**config.mk**
```make
export PLATFORM = sky130hd
export DESIGN_NAME = wf68k30l_bus_arbiter
export DESIGN_NICKNAME = d
export VERILOG_FILES = /design/src/rtl/wf68k30l_bus_arbiter.sv
export SDC_FILE = /design/constraint.sdc
export NUM_CORES = 1
export LEC_CHECK = 0
export ABC_AREA = 1
export CORE_MARGIN = 2
export CORE_UTILIZATION = 52
export DETAILED_ROUTE_END_ITERATION = 12
export PLACE_DENSITY = 0.83
export RECOVER_POWER = 100
export SETUP_SLACK_MARGIN = 0.05
export SLEW_MARGIN = 15
export SYNTH_ARGS = -nofsm -noshare
export SYNTH_HDL_FRONTEND = slang
export SYNTH_SLANG_ARGS = --single-unit
```
**constraint.sdc**
```tcl
create_clock -name CLK -period 3.4 [get_ports CLK]
set_clock_uncertainty 0.1 [all_clocks]
set_input_delay 0.51 -clock CLK [delete_from_list [all_inputs] [get_ports CLK]]
set_output_delay 0.51 -clock CLK [all_outputs]
set_load 0.03 [all_outputs]
```
**src/rtl/wf68k30l_bus_arbiter.sv**
```systemverilog
// Bus arbiter for the single bus interface controller: serialises EXH/WR/RD/OPD
// requests, holds the bus across locked read-modify-write pairs and bounds opcode-fetch starvation.
module wf68k30l_bus_arbiter #(
   parameter int STARVE_MAX = 4
) (
   input  logic       CLK,
   input  logic       RESET_n,
   input  logic       EXH_REQ,
   input  logic       WR_REQ,
   input  logic       RD_REQ,
   input  logic       OPD_REQ,
   input  logic       RMW_LOCK,
   input  logic       BUS_ACK,
   input  logic       BUS_DONE,
   input  logic       BUS_ERR,
   output logic       BUS_REQ,
   output logic [1:0] BUS_SEL,
   output logic       BUS_LOCK,
   output logic [3:0] GNT,
   output logic [3:0] DONE,
   output logic       ERR
);

   typedef enum logic [1:0] {
      ST_IDLE    = 2'd0,
      ST_ARB_REQ = 2'd1,
      ST_XFER    = 2'd2,
      ST_LOCKED  = 2'd3
   } state_t;

   localparam logic [3:0] CNT_MAX = 4'(STARVE_MAX);
   localparam logic [1:0] SEL_OPD = 2'd0;
   localparam logic [1:0] SEL_RD  = 2'd1;
   localparam logic [1:0] SEL_WR  = 2'd2;
   localparam logic [1:0] SEL_EXH = 2'd3;
   localparam logic [3:0] GNT_OPD = 4'b0001;
   localparam logic [3:0] GNT_RD  = 4'b0010;
   localparam logic [3:0] GNT_WR  = 4'b0100;
   localparam logic [3:0] GNT_EXH = 4'b1000;

   state_t     state_r, state_s;
   logic       bus_req_r, bus_req_s;
   logic [1:0] bus_sel_r, bus_sel_s;
   logic       bus_lock_r, bus_lock_s;
   logic [3:0] gnt_r, gnt_s;
   logic [3:0] done_r, done_s;
   logic       err_r, err_s;
   logic [3:0] starve_cnt_r, starve_cnt_s;
   logic       lock_rd_r, lock_rd_s;

   // Saturating increment of the opcode-fetch starvation counter.
   function automatic logic [3:0] sat_inc(input logic [3:0] cnt);
      if (cnt == CNT_MAX) begin
         return cnt;
      end else begin
         return cnt + 4'd1;
      end
   endfunction

   // Next-state and next-output logic for the arbitration FSM.
   always_comb begin
      state_s      = state_r;
      bus_req_s    = bus_req_r;
      bus_sel_s    = bus_sel_r;
      bus_lock_s   = bus_lock_r;
      gnt_s        = gnt_r;
      done_s       = 4'b0000;
      err_s        = 1'b0;
      starve_cnt_s = starve_cnt_r;
      lock_rd_s    = lock_rd_r;
      case (state_r)
         ST_IDLE: begin
            if (!OPD_REQ) begin
               starve_cnt_s = 4'd0;
            end else begin
               starve_cnt_s = starve_cnt_r;
            end
            lock_rd_s = 1'b0;
            if (EXH_REQ) begin
               gnt_s     = GNT_EXH;
               bus_sel_s = SEL_EXH;
               bus_req_s = 1'b1;
               state_s   = ST_ARB_REQ;
            end else if (OPD_REQ && (starve_cnt_r == CNT_MAX)) begin
               gnt_s        = GNT_OPD;
               bus_sel_s    = SEL_OPD;
               bus_req_s    = 1'b1;
               starve_cnt_s = 4'd0;
               state_s      = ST_ARB_REQ;
            end else if (WR_REQ) begin
               gnt_s     = GNT_WR;
               bus_sel_s = SEL_WR;
               bus_req_s = 1'b1;
               state_s   = ST_ARB_REQ;
               if (OPD_REQ) begin
                  starve_cnt_s = sat_inc(starve_cnt_r);
               end else begin
                  starve_cnt_s = 4'd0;
               end
            end else if (RD_REQ) begin
               gnt_s      = GNT_RD;
               bus_sel_s  = SEL_RD;
               bus_req_s  = 1'b1;
               bus_lock_s = RMW_LOCK;
               lock_rd_s  = RMW_LOCK;
               state_s    = ST_ARB_REQ;
               if (OPD_REQ) begin
                  starve_cnt_s = sat_inc(starve_cnt_r);
               end else begin
                  starve_cnt_s = 4'd0;
               end
            end else if (OPD_REQ) begin
               gnt_s        = GNT_OPD;
               bus_sel_s    = SEL_OPD;
               bus_req_s    = 1'b1;
               starve_cnt_s = 4'd0;
               state_s      = ST_ARB_REQ;
            end else begin
               state_s = ST_IDLE;
            end
         end
         ST_ARB_REQ: begin
            if (BUS_ACK) begin
               bus_req_s = 1'b0;
               state_s   = ST_XFER;
            end else begin
               state_s = ST_ARB_REQ;
            end
         end
         ST_XFER: begin
            if (BUS_DONE) begin
               done_s    = gnt_r;
               err_s     = BUS_ERR;
               gnt_s     = 4'b0000;
               lock_rd_s = 1'b0;
               // An error on either half of a locked pair abandons the lock.
               if (lock_rd_r && !BUS_ERR) begin
                  state_s = ST_LOCKED;
               end else begin
                  bus_lock_s = 1'b0;
                  state_s    = ST_IDLE;
               end
            end else begin
               state_s = ST_XFER;
            end
         end
         ST_LOCKED: begin
            // Only the write half of the RMW pair may use the bus here.
            if (WR_REQ) begin
               gnt_s     = GNT_WR;
               bus_sel_s = SEL_WR;
               bus_req_s = 1'b1;
               state_s   = ST_ARB_REQ;
            end else begin
               state_s = ST_LOCKED;
            end
         end
         default: begin
            state_s    = ST_IDLE;
            bus_req_s  = 1'b0;
            bus_lock_s = 1'b0;
            gnt_s      = 4'b0000;
            lock_rd_s  = 1'b0;
         end
      endcase
   end

   // State and registered-output update.
   always_ff @(posedge CLK or negedge RESET_n) begin
      if (!RESET_n) begin
         state_r      <= ST_IDLE;
         bus_req_r    <= 1'b0;
         bus_sel_r    <= 2'd0;
         bus_lock_r   <= 1'b0;
         gnt_r        <= 4'b0000;
         done_r       <= 4'b0000;
         err_r        <= 1'b0;
         starve_cnt_r <= 4'd0;
         lock_rd_r    <= 1'b0;
      end else begin
         state_r      <= state_s;
         bus_req_r    <= bus_req_s;
         bus_sel_r    <= bus_sel_s;
         bus_lock_r   <= bus_lock_s;
         gnt_r        <= gnt_s;
         done_r       <= done_s;
         err_r        <= err_s;
         starve_cnt_r <= starve_cnt_s;
         lock_rd_r    <= lock_rd_s;
      end
   end

   assign BUS_REQ  = bus_req_r;
   assign BUS_SEL  = bus_sel_r;
   assign BUS_LOCK = bus_lock_r;
   assign GNT      = gnt_r;
   assign DONE     = done_r;
   assign ERR      = err_r;

endmodule

```
==> results.tsv <==
metric	value	unit
status	completed	
detail-route-antenna-nets	0	
wl_per_cell	11.94	µm
rows	15	
placed_cell_area	1251	µm²
synth_mux_area_share	0	%
power_leakage	0.6816	nW
critical_path_class	flop to output port	
grt_pass1_vias	860	
drive_gt1_share	3.922	%
sw_frac_of_total	45.06	%
crit_fanout	3	
ioPinCount	23	
cts.reportedPaths.clkPinSlew	0.10	ns
required	2.79	ns
setup_ws	1.352	ns
worst-path-buf-inv	1	
hold_viol_final	0	
min-delay-start	BUS_REQ	
path_delay_family	buffers and inverters	
post-route-period-util	60.23	%
slew_violations	0	
nets	167	
routabilityCongestion	0.8800	
syn-instance-count	128	
clock_sinks	20	
max_clock_freq	488.3	MHz
first_iter_violations	24	
rsz0062_at_grt	no	
min_delay_worst_endpoint	BUS_REQ	
cp_cell_sequence	dlygate4sd3_1	
final_area	1269	µm²
slew_headroom	42.38	%
grt_use_met2	35.20	%
syn_nets	140	
syn_to_final_growth	26.91	%
cts_tree	done	
grt_antenna_before_repair	0	
synth_top_area_cell	dfrtp_1	
root_buffer	clkbuf_4	
max-vdd-ir-drop	418.5	µV
use_met1	28.94	%
reg2reg_depth	6	
grtUsageTotal	22.40	%
die_w	47.85	µm
viasPerCell	5.146	
holdPathStages	2	
cts_hold_buf	0	
p_switching	407.6	µW
crit_slowest_cell	dlygate4sd3_1	
post_cts_buffers	0	
hold_class	flop to flop	
r2r_start	starve_cnt_r[0]	
dieArea	2289	µm²
drv_cap	0	
grt_first_pass_wirelength	3505	µm
n_fill_cell	153	
worstSetupStartpointType	flop	
pwr-share-seq	39.9	%
synth_top_family_by_area	simple AND/OR/NAND/NOR gates	
grtUsageMet3	3.774	%
crit_arrival	1.44	ns
cp-end-kind	output port	
grt_max_degree	21	
start_util	56.67	%
fin_setup_tns	0	ns
worst_slew_pin_slew	0.8615	ns
drc_errors	0	
synth_cell_type_count	17	
layout_commonest_cell	nand2_1	
wl	2125	µm
cts_resized	0	
synth_fa_ha_area_share	2.503	%
min_period	2.048	ns
timing.rr.end	GNT[0]	
internal_power	496.9	µW
cts.htree.levels	1	
grt.busiest_layer	met2	
dr.pass1.iters	4	
powerDensity	713.0	nW/µm²
io_buffers	22	
diodes	0	
critPathMaxStageDelay	0.75	ns
clkPwrFrac	12.1	%
synth-simple-area-share	34.54	%
setup_viol	0	
rrSetupSlack	1.95	ns
synthXorXnorAreaFrac	0.8761	%
pwr-share-comb	48.0	%
synthTopCellsByArea	dfrtp_1, nand2_1, nand3_1	
ys_warn_count	0	
core_area	1764	µm²
die_y	47.85	µm
insertion_delay	0.30	ns
ys_ff_latch	20	
numCtsBuffers	3	
clockBufferDepth	2	
synth_top_area_share	50.06	%
yosysSeqAreaShare	50.06	%
final_cell_mix	nand2_1, dfrtp_1, dlygate4sd3_1, inv_1, nor2_1	
syn_area	999.7	µm²
avgSynthCellArea	7.810	µm²
dp_hpwl	1616	µm
vias	916	
dpl_worst_slack	1.456	ns
synth_compound_area_share	6.383	%
grt_overflow_total	0	
==> power groups by stage <==
stage	clock [mW]	combinational (mW)	sequential, mW
after CTS	0.113	0.452	0.362
after global routing	0.121	0.489	0.371
after global placement	0	0.440	0.364
after floorplan	0	0.220	0.438
after detailed placement	0	0.450	0.367
final	0.110	0.434	0.361
==> final cells by class <==
cell class	instances	area, µm²	area share, %
Sequential cell	20	500.5	39.45
Clock buffer	3	22.52	1.775
Timing Repair Buffer	22	220.2	17.36
Inverter	15	56.30	4.438
Tap cell	25	31.28	2.465
Multi-Input combinational cell	93	437.9	34.52
==> metal layers <==
metal  wire length [µm]  share of wire [%]  vias to the layer above
li1                   -                  -                      463
met1                981                 46                      417
met2               1020                 48                       32
met3                 86                4.0                        4
met4                 36                1.7                        0
met5                  0                  0                        -
==> logic make-up after synthesis <==
group,Yosys count
adder cells (fa/ha/maj),2
flip-flops,20
AO/OA/AOI/OAI,10
buffers and inverters,15
XOR/XNOR,1
AND/OR/NAND/NOR,80
==> through the flow <==
stage,utilization [%],std cells,power (mW),hold WS (ns)
after global routing,71.91,178,0.9807,0.4142
after CTS,72.20,178,0.9269,0.3945
after detailed placement,70.92,175,0.8166,0.3662
after global placement,70.92,175,0.8044,0.3602
final,71.91,178,0.9046,0.3882
after floorplan,-,128,0.6576,0.1144
==> state kept, by name, summed over array words and instances (netlist names) <==
signal        count
starve_cnt_r      4
BUS_REQ           1
state_r           2
lock_rd_r         1
DONE              4
ERR               1
GNT               4
BUS_LOCK          1
BUS_SEL           2
==> synth_stat cells <==
master / count
nand2_2: 1
a22oi_2: 1
inv_1: 15
a21boi_0: 1
o221ai_1: 1
dfrtp_1: 20
nor2_4: 1
ha_1: 2
nand4_1: 3
o21ai_0: 4
nand2_1: 45
nand3b_1: 1
a21oi_1: 3
xor2_1: 1
nand2_4: 1
nand3_1: 13
nor2_1: 15
==> worst max-delay path by stage <==
stage | start | end | slack [ns] | cells after the start
final | GNT[3] | GNT[3] | 1.35 | 1
after global routing | GNT[1] | GNT[1] | 1.30 | 1
after CTS | GNT[1] | GNT[1] | 1.41 | 1
after detailed placement | WR_REQ | GNT[2] | 1.46 | 8
after global placement | WR_REQ | GNT[2] | 1.45 | 8
after floorplan | RD_REQ | GNT[0] | 2.09 | 7
Power figures use the tool's default switching activity.
